$ cat src/rtl/rain_window_ctrl_pkg.sv
`default_nettype none
// ============================================================================
// Module      : rain_window_ctrl_pkg
// Description : Shared types and default values for the rain window
//               controller. Holds the state encoding, the default parameter
//               values and a small helper that identifies motor-driving states.
// Revision    : 1.0 - initial release
// ============================================================================
package rain_window_ctrl_pkg;

    // The state encoding is visible on state_o, so the values are fixed.
    typedef enum logic [2:0] {
        ST_IDLE_OPEN = 3'd0,
        ST_CLOSING   = 3'd1,
        ST_CLOSED    = 3'd2,
        ST_WAIT_DRY  = 3'd3,
        ST_OPENING   = 3'd4,
        ST_FAULT     = 3'd5
    } state_t;

    localparam int unsigned C_DEBOUNCE_CYCLES_DEF = 4;
    localparam int unsigned C_MOTOR_TIMEOUT_DEF   = 32;
    localparam int unsigned C_DRY_HOLD_DEF        = 16;
    localparam int unsigned C_CNT_W_DEF           = 8;

    // True for the states in which a motor is energised and the motor
    // timer is running.
    function automatic logic is_motion(input state_t s);
        return (s == ST_CLOSING) || (s == ST_OPENING);
    endfunction

endpackage : rain_window_ctrl_pkg
`default_nettype wire

$ cat src/rtl/rain_window_ctrl_if.sv
`default_nettype none
// ============================================================================
// Module      : rain_window_ctrl_if
// Description : Sensor/actuator bundle between the rain window controller
//               and the rest of the smart home top level.
//   rain_sensor   : raw rain sensor, 1 = wet
//   win_closed_sw : limit switch, 1 = window fully closed
//   win_open_sw   : limit switch, 1 = window fully open
//   auto_en       : 1 = automatic close/reopen enabled
//   manual_open   : level request to open (honoured only when dry)
//   motor_close   : drive motor in close direction
//   motor_open    : drive motor in open direction
//   rain_alarm    : filtered rain level
//   fault         : sticky fault flag
//   state_o       : current controller state, for debug/status
//   modport slave  : controller side
//   modport master : system / driver side
// Revision    : 1.0 - initial release
// ============================================================================
interface rain_window_ctrl_if;

    logic       rain_sensor;
    logic       win_closed_sw;
    logic       win_open_sw;
    logic       auto_en;
    logic       manual_open;
    logic       motor_close;
    logic       motor_open;
    logic       rain_alarm;
    logic       fault;
    logic [2:0] state_o;

    modport slave (
        input  rain_sensor,
        input  win_closed_sw,
        input  win_open_sw,
        input  auto_en,
        input  manual_open,
        output motor_close,
        output motor_open,
        output rain_alarm,
        output fault,
        output state_o
    );

    modport master (
        output rain_sensor,
        output win_closed_sw,
        output win_open_sw,
        output auto_en,
        output manual_open,
        input  motor_close,
        input  motor_open,
        input  rain_alarm,
        input  fault,
        input  state_o
    );

endinterface : rain_window_ctrl_if
`default_nettype wire

$ cat src/rtl/rain_window_ctrl_sensor_debounce.sv
`default_nettype none
// ============================================================================
// Module      : sensor_debounce
// Description : Generic level debouncer. The filtered output changes only
//               after the raw input has disagreed with it for
//               DEBOUNCE_CYCLES consecutive sampled edges; any agreeing
//               sample restarts the count.
//   clk   : system clock, rising edge
//   rst_n : asynchronous active-low reset
//   raw   : raw sensor input
//   filt  : debounced level (0 after reset)
// Revision    : 1.0 - initial release
// ============================================================================
module sensor_debounce #(
    parameter int unsigned DEBOUNCE_CYCLES = 4,
    parameter int unsigned CNT_W           = 8
) (
    input  logic clk,
    input  logic rst_n,
    input  logic raw,
    output logic filt
);

    localparam logic [CNT_W-1:0] C_LAST = CNT_W'(DEBOUNCE_CYCLES - 1);
    localparam logic [CNT_W-1:0] C_ONE  = CNT_W'(1);

    logic [CNT_W-1:0] r_cnt;
    logic             r_filt;

    // The counter holds the number of mismatching samples already seen, so
    // the mismatch observed while it sits at DEBOUNCE_CYCLES-1 is the last
    // one needed and flips the output on that same edge.
    always_ff @(posedge clk or negedge rst_n) begin
        if (!rst_n) begin
            r_cnt  <= '0;
            r_filt <= 1'b0;
        end else if (raw != r_filt) begin
            if (r_cnt >= C_LAST) begin
                r_filt <= ~r_filt;
                r_cnt  <= '0;
            end else begin
                r_cnt  <= r_cnt + C_ONE;
            end
        end else begin
            r_cnt <= '0;
        end
    end

    assign filt = r_filt;

endmodule : sensor_debounce
`default_nettype wire

$ cat src/rtl/rain_window_ctrl.sv
`default_nettype none
// ============================================================================
// Module      : rain_window_ctrl
// Description : Rain-driven window actuator sequencer. Debounces the rain
//               sensor, closes the window when it rains (auto mode), reopens
//               it after a dry hold period or on a manual request, and traps
//               into a sticky fault on motor timeout or contradictory limit
//               switches.
//   clk   : system clock, rising edge
//   rst_n : asynchronous active-low reset
//   bus   : rain_window_ctrl_if.slave (sensors in, motors/status out)
// Revision    : 1.0 - initial release
// ============================================================================
module rain_window_ctrl
    import rain_window_ctrl_pkg::*;
#(
    parameter int unsigned DEBOUNCE_CYCLES = C_DEBOUNCE_CYCLES_DEF,
    parameter int unsigned MOTOR_TIMEOUT   = C_MOTOR_TIMEOUT_DEF,
    parameter int unsigned DRY_HOLD        = C_DRY_HOLD_DEF,
    parameter int unsigned CNT_W           = C_CNT_W_DEF
) (
    input  logic             clk,
    input  logic             rst_n,
    rain_window_ctrl_if.slave bus
);

    localparam logic [CNT_W-1:0] C_TMO_LAST = CNT_W'(MOTOR_TIMEOUT - 1);
    localparam logic [CNT_W-1:0] C_DRY_LAST = CNT_W'(DRY_HOLD - 1);
    localparam logic [CNT_W-1:0] C_ONE      = CNT_W'(1);

    state_t           r_state;
    state_t           w_state_next;
    logic [CNT_W-1:0] r_motor_tmr;
    logic [CNT_W-1:0] r_dry_cnt;
    logic             w_rain_filt;
    logic             w_switch_conflict;
    logic             w_motor_expired;
    logic             w_dry_done;
    logic             r_motor_close;
    logic             r_motor_open;
    logic             r_fault;

    sensor_debounce #(
        .DEBOUNCE_CYCLES (DEBOUNCE_CYCLES),
        .CNT_W           (CNT_W)
    ) u_rain_debounce (
        .clk   (clk),
        .rst_n (rst_n),
        .raw   (bus.rain_sensor),
        .filt  (w_rain_filt)
    );

    // Both limit switches active at once cannot happen mechanically, so it
    // indicates a wiring or sensor failure.
    assign w_switch_conflict = bus.win_closed_sw & bus.win_open_sw;

    // The timer holds the number of completed cycles in the motion state,
    // so seeing MOTOR_TIMEOUT-1 means the current cycle is the last allowed.
    assign w_motor_expired   = (r_motor_tmr >= C_TMO_LAST);
    assign w_dry_done        = (r_dry_cnt   >= C_DRY_LAST);

    // ------------------------------------------------------------------
    // State register
    // ------------------------------------------------------------------
    always_ff @(posedge clk or negedge rst_n) begin
        if (!rst_n) begin
            r_state <= ST_IDLE_OPEN;
        end else begin
            r_state <= w_state_next;
        end
    end

    // ------------------------------------------------------------------
    // Next-state logic
    // ------------------------------------------------------------------
    always_comb begin
        w_state_next = r_state;
        if ((r_state != ST_FAULT) && w_switch_conflict) begin
            w_state_next = ST_FAULT;
        end else begin
            unique case (r_state)
                ST_IDLE_OPEN: begin
                    if (w_rain_filt && bus.auto_en) begin
                        w_state_next = bus.win_closed_sw ? ST_CLOSED : ST_CLOSING;
                    end
                end
                ST_CLOSING: begin
                    // Reaching the limit switch beats a simultaneous timeout.
                    if (bus.win_closed_sw) begin
                        w_state_next = ST_CLOSED;
                    end else if (w_motor_expired) begin
                        w_state_next = ST_FAULT;
                    end
                end
                ST_CLOSED: begin
                    if (!w_rain_filt) begin
                        w_state_next = bus.manual_open ? ST_OPENING : ST_WAIT_DRY;
                    end
                end
                ST_WAIT_DRY: begin
                    if (w_rain_filt) begin
                        w_state_next = ST_CLOSED;
                    end else if (bus.manual_open) begin
                        w_state_next = ST_OPENING;
                    end else if (w_dry_done && bus.auto_en) begin
                        w_state_next = ST_OPENING;
                    end
                end
                ST_OPENING: begin
                    if (bus.win_open_sw) begin
                        w_state_next = ST_IDLE_OPEN;
                    end else if (w_rain_filt) begin
                        w_state_next = ST_CLOSING;
                    end else if (w_motor_expired) begin
                        w_state_next = ST_FAULT;
                    end
                end
                ST_FAULT: begin
                    w_state_next = ST_FAULT;
                end
                default: begin
                    w_state_next = ST_FAULT;
                end
            endcase
        end
    end

    // ------------------------------------------------------------------
    // Motor timer and dry counter. Both restart on every state change;
    // a direct OPENING->CLOSING reversal therefore gets a fresh timeout.
    // Both saturate at their terminal value instead of wrapping.
    // ------------------------------------------------------------------
    always_ff @(posedge clk or negedge rst_n) begin
        if (!rst_n) begin
            r_motor_tmr <= '0;
            r_dry_cnt   <= '0;
        end else if (w_state_next != r_state) begin
            r_motor_tmr <= '0;
            r_dry_cnt   <= '0;
        end else begin
            if (is_motion(r_state) && !w_motor_expired) begin
                r_motor_tmr <= r_motor_tmr + C_ONE;
            end
            if ((r_state == ST_WAIT_DRY) && !w_dry_done) begin
                r_dry_cnt <= r_dry_cnt + C_ONE;
            end
        end
    end

    // ------------------------------------------------------------------
    // Registered Moore outputs decoded from the next state so they switch
    // on the same edge as the state register. Reset clears them at once,
    // which stops the motor immediately.
    // ------------------------------------------------------------------
    always_ff @(posedge clk or negedge rst_n) begin
        if (!rst_n) begin
            r_motor_close <= 1'b0;
            r_motor_open  <= 1'b0;
            r_fault       <= 1'b0;
        end else begin
            r_motor_close <= (w_state_next == ST_CLOSING);
            r_motor_open  <= (w_state_next == ST_OPENING);
            r_fault       <= (w_state_next == ST_FAULT);
        end
    end

    assign bus.motor_close = r_motor_close;
    assign bus.motor_open  = r_motor_open;
    assign bus.fault       = r_fault;
    assign bus.rain_alarm  = w_rain_filt;
    assign bus.state_o     = r_state;

endmodule : rain_window_ctrl
`default_nettype wire

$ cat src/flat_wrapper.sv
// flat-port wrapper written by rule: the top's interface ports become plain ports
module rain_window_ctrl_flat import rain_window_ctrl_pkg::*;
#(
    parameter int unsigned DEBOUNCE_CYCLES = C_DEBOUNCE_CYCLES_DEF,
    parameter int unsigned MOTOR_TIMEOUT   = C_MOTOR_TIMEOUT_DEF,
    parameter int unsigned DRY_HOLD        = C_DRY_HOLD_DEF,
    parameter int unsigned CNT_W           = C_CNT_W_DEF
)
  (clk, rst_n, bus_rain_sensor, bus_win_closed_sw, bus_win_open_sw, bus_auto_en, bus_manual_open, bus_motor_close, bus_motor_open, bus_rain_alarm, bus_fault, bus_state_o);
  rain_window_ctrl_if bus_i ();
  input  logic clk;
  input  logic rst_n;
  input wire logic [$bits(bus_i.rain_sensor)-1:0] bus_rain_sensor;
  input wire logic [$bits(bus_i.win_closed_sw)-1:0] bus_win_closed_sw;
  input wire logic [$bits(bus_i.win_open_sw)-1:0] bus_win_open_sw;
  input wire logic [$bits(bus_i.auto_en)-1:0] bus_auto_en;
  input wire logic [$bits(bus_i.manual_open)-1:0] bus_manual_open;
  output wire logic [$bits(bus_i.motor_close)-1:0] bus_motor_close;
  output wire logic [$bits(bus_i.motor_open)-1:0] bus_motor_open;
  output wire logic [$bits(bus_i.rain_alarm)-1:0] bus_rain_alarm;
  output wire logic [$bits(bus_i.fault)-1:0] bus_fault;
  output wire logic [$bits(bus_i.state_o)-1:0] bus_state_o;
  assign bus_i.rain_sensor = bus_rain_sensor;
  assign bus_i.win_closed_sw = bus_win_closed_sw;
  assign bus_i.win_open_sw = bus_win_open_sw;
  assign bus_i.auto_en = bus_auto_en;
  assign bus_i.manual_open = bus_manual_open;
  assign bus_motor_close = bus_i.motor_close;
  assign bus_motor_open = bus_i.motor_open;
  assign bus_rain_alarm = bus_i.rain_alarm;
  assign bus_fault = bus_i.fault;
  assign bus_state_o = bus_i.state_o;
  rain_window_ctrl #(.DEBOUNCE_CYCLES(DEBOUNCE_CYCLES), .MOTOR_TIMEOUT(MOTOR_TIMEOUT), .DRY_HOLD(DRY_HOLD), .CNT_W(CNT_W)) u_core (.clk(clk), .rst_n(rst_n), .bus(bus_i));
endmodule
$ cat config.mk
export PLATFORM = sky130hd
export DESIGN_NAME = rain_window_ctrl_flat
export DESIGN_NICKNAME = d
export VERILOG_FILES = /design/src/rtl/rain_window_ctrl_pkg.sv /design/src/rtl/rain_window_ctrl_if.sv /design/src/rtl/rain_window_ctrl_sensor_debounce.sv /design/src/rtl/rain_window_ctrl.sv /design/src/flat_wrapper.sv
export SDC_FILE = /design/constraint.sdc
export NUM_CORES = 1
export LEC_CHECK = 0
export ABC_AREA = 1
export CAP_MARGIN = 20
export CORE_MARGIN = 5
export CORE_UTILIZATION = 50
export CTS_CLUSTER_DIAMETER = 50
export DETAILED_ROUTE_END_ITERATION = 7
export GPL_TIMING_DRIVEN = 0
export PLACE_DENSITY = 0.71
export SETUP_SLACK_MARGIN = 0.05
export SLEW_MARGIN = 40
export SYNTH_ARGS = -nofsm -noshare
export SYNTH_HDL_FRONTEND = slang
export SYNTH_SLANG_ARGS = --single-unit
$ cat constraint.sdc
create_clock -name clk -period 5.19 [get_ports clk]
set_input_delay 1.038 -clock clk [delete_from_list [all_inputs] [get_ports clk]]
set_output_delay 1.038 -clock clk [all_outputs]
set_load 0.01 [all_outputs]
Word-level counts from Yosys, hierarchy flattened --
Cells that the tools add are included.
Storage, ports and cells: register bits after elaboration 31, output and inout bits 7, logic and storage cells 57, input port bits 7
Operators by class: $lt $le $gt $ge 3, bitwise gates (word level) 2, reduce and logical (&&, ||, !) cells 12, equal/unequal tests 10, muxes and demuxes 19, add/subtract/negate cells 3
Operators by type and width (number):
- $mux 8 | 6
- $mux 3 | 11
- $add 8x1->8 const B | 3
- $pmux 3 s5 | 1
- $eq 3x3->1 const B | 3
- $ge 8x2->1 const B | 1
- $ge 8x4->1 const B | 1
- $ge 8x5->1 const B | 1
- $eq 3x1->1 const B | 2
- $eq 3x2->1 const B | 2
- $logic_and 1x1->1 | 5
- $reduce_bool 2->1 | 2
- $logic_not 3->1 | 1
- $ne 3x3->1 | 1
- $ne 3x3->1 const B | 1
- $logic_not 1->1 | 2
- $mux 2 | 1
- $reduce_and 2->1 | 1
- $and 1x1->1 | 1
- $logic_or 1x1->1 | 1
- $ne 1x1->1 | 1
- $not 1->1 | 1

Logic depth before layout (Yosys ltp) --
depth in word-level cells 9, mapped depth 14, depth with buffers taken out 13

Modules after synthesis --
Synthesis repeated with hierarchy kept, for this count alone.
Unflattened totals: cells, all modules 186, area total of the unflattened synthesis 1652.8 sq um
By module, submodules not included:
- rain_window_ctrl | times used 1, cells each 160, area each 1346.3 sq um, sequential area each 550.5 sq um
- sensor_debounce | times used 1, cells each 26, area each 306.5 sq um, sequential area each 225.2 sq um

Worst setup path after synthesis --
Ideal clock, no wire load.
path kind input port to flip-flop, from input bus_auto_en, to register u_core.r_dry_cnt[1], path buffers 1, setup slack 3098 ps, required time 5068 ps, stages on the path 11, data arrival time 1970 ps, library setup time 122 ps, cell sequence nand3_1 nor2_1 nand2_1 and3_1 nand2_1 nand2_1 nand2_1 nand2_2 nand2_4 buf_6 nor3_2
Between the ends: cells in the longest elaborated chain, start to end 8, elaborated cells between the ends (all ways) 11, classes of those cells eq/ne (1); mux (7); reduce/logical (3)
Ends and longest elaborated chain:
- from (decl) | RTL line flat_wrapper.sv:16 | input wire logic [$bits(bus_i.auto_en)-1:0] bus_auto_en;
- $logic_and 1x1->1 | RTL line rain_window_ctrl.sv:105 | end else if (w_dry_done && bus.auto_en) begin
- $mux 3 | RTL line rain_window_ctrl.sv:105
- $mux 3 | RTL line rain_window_ctrl.sv:103 | end else if (bus.manual_open) begin
- $mux 3 | RTL line rain_window_ctrl.sv:101 | if (w_rain_filt) begin
- $pmux 3 s5 * | RTL line rain_window_ctrl.sv:81 | unique case (r_state)
- $mux 3 * | RTL line rain_window_ctrl.sv:78 | if ((r_state != ST_FAULT) && w_switch_conflict) begin
- $ne 3x3->1 * | RTL line rain_window_ctrl.sv:137 | end else if (w_state_next != r_state) begin
- $mux 8 / $reduce_bool 2->1 (equally long branches)
- to (signal assigned) | RTL line rain_window_ctrl.sv:145 | r_dry_cnt <= r_dry_cnt + C_ONE;
- to (decl) | RTL line rain_window_ctrl.sv:34 | logic [CNT_W-1:0] r_dry_cnt;
Every way passes the cells marked *; elsewhere a longest branch is shown, timed or not. A chain may end at the register's enable or synchronous reset.

Worst setup path in the final report --
from register u_core.r_state[2] (netlist: u_core.bus.state_o[2]), to output bus_state_o[2]
RTL lines:
- from (decl) | RTL line rain_window_ctrl.sv:31 | state_t r_state;
- from (signal assigned) | RTL line rain_window_ctrl.sv:69 | r_state <= w_state_next;
- to (decl) | RTL line flat_wrapper.sv:22 | output wire logic [$bits(bus_i.state_o)-1:0] bus_state_o;
No word-level cell between the ends.

==> flow_summary_export.csv <==
group,metric,value,unit
outcome,outcome,"complete, no violations",
final_layout,diodes,0,
route,vias_per_cell,5.13,
sta,setup_viol,0,
floorplan,core-area,3080,µm²
floorplan,start_util,52.4,%
floorplan,die-area,4460,µm²
yosys,muxShareOfSynthArea,0.698,%
yosys,synthCells,184,
worst_setup_path,slowest_stage,"clkdlybuf4s50_1",
global_route,grt_use_total,16.8,%
sta,slew_headroom,54.5,%
global_route,met2_usage,27.0,%
sta,rsz0062_at_grt,"no",
placement,place_area,1810,µm²
clocking,htree_levels,2,
clocking,clkLatencyLatePin,0.34,ns
worst_setup_path,crit_chain,"clkdlybuf4s50_1",
yosys,synth_xor_area_share,2.17,%
placement,gp_congestion,0.830,
worst_setup_path,r2r_end,"u_core.r_motor_tmr[1]",
sta,fin_skew,0.00339,ns
route,dr.first_iter.drc_count,221,
power_and_ir_drop,swShare,46.2,%
floorplan,die_h,66.8,µm
yosys,synth_top_family_by_area,"simple AND/OR/NAND/NOR gates",
worst_setup_path,crit_family,"buffers and inverters",
worst_hold_path,min-delay-start,"u_core.u_rain_debounce.r_cnt[0]",
power_and_ir_drop,internal_power,482,µW
route,wl,3050,µm
global_route,antenna_found_initial,0,
worst_setup_path,cp.required,4.15,ns
power_and_ir_drop,seq_power_share,32.6,%
floorplan,row_count,20,
yosys,synth.avg_cell_area,8.77,µm²
sta,post-route-period-util,47.4,%
global_route,met3_usage,4.22,%
route,drtAntennaViolNets,0,
sta,drv_slew,0,
worst_setup_path,crit_type,"reg2out",
yosys,yosys.area_share.simple,34.3,%
route,post_drt_wl_per_cell,12.0,µm
yosys,yosysWarnings,0,
route,drt-pass1-iter-count,4,
global_route,grt_busiest_layer,"met2",
final_layout,nets,219,
placement,io_buffers,13,
clocking,cts-root-buf,"clkbuf_4",
sta,finalHoldViolCount,0,
power_and_ir_drop,clkPwrFrac,16.6,%
final_layout,drive_above_1_share,19.0,%
global_route,grt_pass1_vias,1291,
floorplan,io_pins,14,
worst_setup_path,cp_slowest_stage_delay,0.59,ns
power_and_ir_drop,p_total,896,µW
clocking,clock_sinks,31,
worst_setup_path,crit_arrival,1.42,ns
yosys,synth-adder-area-share,2.33,%
power_and_ir_drop,vdd_drop_max,0.000217,V
yosys,seq_area_frac_synth,48.1,%
global_route,grt_pass1_wl,5560,µm
yosys,yosysUniqueCellTypes,29,
clocking,cts_setup_buffers,0,
floorplan,die_w,66.8,µm
worst_hold_path,hold_path_class,"reg2reg",
sta,worst_pin_slew,0.682,ns
power_and_ir_drop,power.switching,414,µW
worst_setup_path,reg2reg_depth,13,
worst_setup_path,critPathMaxFanout,8,
power_and_ir_drop,power_density,478,nW/µm²
worst_setup_path,r2r_slack,3.23,ns
worst_hold_path,worst_hold_path.num_cells,1,
global_route,grt_overflow,0,
worst_setup_path,crit_path_start_kind,"flip-flop",
route,dr_total_vias,1303,
clocking,cts_tree,"done",
clocking,cts_resized,0,
worst_hold_path,hold_end,"u_core.u_rain_debounce.r_cnt[0]",
job,maxCapViolCount,0,
final_layout,final_util,60.9,%
worst_setup_path,crit_buf_inv,1,
final_layout,finalInstanceArea,1870,µm²
yosys,synth_compound_area_share,3.57,%
yosys,syn_area,1610,µm²
final_layout,syn2layout_area_growth,16.1,%
clocking,cts_buffer_depth,2,
power_and_ir_drop,p_leak,0.000873,µW
clocking,clk_pin_slew,0.11,ns
clocking,hold_buffers,0,
power_and_ir_drop,combPwrFrac,50.9,%
clocking,cts_buffers,5,
sta,setup_tns,0,ns
yosys,synth-seq-cells,31,
sta,period_needed,2.46,ns
global_route,grtUsageMet1,20.6,%
placement,dpl.hpwl,2290,µm
worst_setup_path,r2r-start,"u_core.r_dry_cnt[0]",
route,drc,0,
worst_setup_path,cp-end-kind,"output port",
global_route,grt_max_degree,32,
sta,max_clock_freq,0.406,GHz
-- stage by stage --
step	setup slack [ns]	hold slack (ns)	instances
after floorplan	3.10	0.409	189
after detailed placement	2.43	0.431	246
after CTS	2.71	0.446	254
final	2.73	0.446	254
after global routing	2.67	0.458	254
after global placement	2.48	0.421	246
-- power by group through the flow --
| stage | clock network [µW] | registers, µW | logic, µW |
|---|---|---|---|
| floorplan | 0 | 304 | 329 |
| global placement | 0 | 296 | 446 |
| detailed placement | 0 | 296 | 459 |
| CTS | 156 | 292 | 459 |
| global route | 165 | 296 | 503 |
| finish | 148 | 292 | 456 |
-- sequential cells by signal (all words and copies together) (netlist names) --
register                      flops
u_core.bus.motor_close            1
u_core.u_rain_debounce.r_cnt      8
u_core.r_dry_cnt                  8
u_core.bus.state_o                3
u_core.bus.motor_open             1
u_core.bus.fault                  1
u_core.u_rain_debounce.filt       1
u_core.r_motor_tmr                8
-- layout by cell type (no fill, tap or decap), drive strengths merged, types with 2 or more instances in the layout --
| cell type | count |
|---|---|
| nand2 | 45 |
| nor2 | 18 |
| xor2 | 3 |
| ha | 3 |
| a21oi | 3 |
| o21ai | 3 |
| dfrtp | 31 |
| clkdlybuf4s50 | 12 |
| clkbuf | 5 |
| buf | 4 |
| nand3 | 13 |
| conb | 6 |
| inv | 30 |
| nand4 | 5 |
| nor3 | 19 |
| clkinvlp | 2 |
-- Yosys cell counts (all sizes together) --
master / number / area [µm²]
o211ai: 1 / 7.51
nor4: 1 / 6.26
buf: 3 / 30.0
a31o: 1 / 8.76
o21ai: 3 / 15.0
and3: 1 / 6.26
nand2: 45 / 196
conb: 1 / 3.75
o21a: 1 / 7.51
or2: 1 / 6.26
nor2: 18 / 82.6
inv: 29 / 109
ha: 3 / 37.5
dfrtp: 31 / 776
xnor2: 1 / 8.76
xor2: 3 / 26.3
nand3: 13 / 75.1
nor3: 19 / 150
mux2: 1 / 11.3
nand4: 5 / 31.3
a21oi: 3 / 18.8
-- cell type report --
cell class                      instances  area, µm²
Tap cell                               44       55.1
Sequential cell                        31        776
Fill cell                             283       1200
Timing Repair Buffer                   13        125
Buffer                                  3       30.0
Clock buffer                            5       37.5
Multi-Input combinational cell        126        718
Inverter                               29        109
Clock inverter                          3       23.8
-- worst max-delay path by stage --
stage | from | end | slack [ns] | cells past startpoint
2_1_floorplan | bus_auto_en | u_core.r_dry_cnt[1] | 3.10 | 11
3_3_place_gp | bus_auto_en | u_core.r_dry_cnt[1] | 2.48 | 12
3_5_place_dp | bus_win_closed_sw | u_core.r_motor_tmr[7] | 2.43 | 11
4_1_cts | u_core.bus.state_o[2] | bus_state_o[2] | 2.71 | 1
5_1_grt | u_core.bus.state_o[2] | bus_state_o[2] | 2.67 | 1
6_report | u_core.bus.state_o[2] | bus_state_o[2] | 2.73 | 1
-- kinds of logic after synthesis --
logic type,Yosys count
compound gates,9
xor+xnor,4
fa+ha+maj,3
buf+inv,32
flops,31
mux,1
other cells,1
simple gates,103
-- layer usage --
metal | wire length (µm) | part of all wire [%]
met4 | 67 | 2.2
met2 | 1470 | 48
met3 | 178 | 5.8
met5 | 0 | 0
met1 | 1340 | 44
Note: power is estimated with default switching activity, not from simulation.
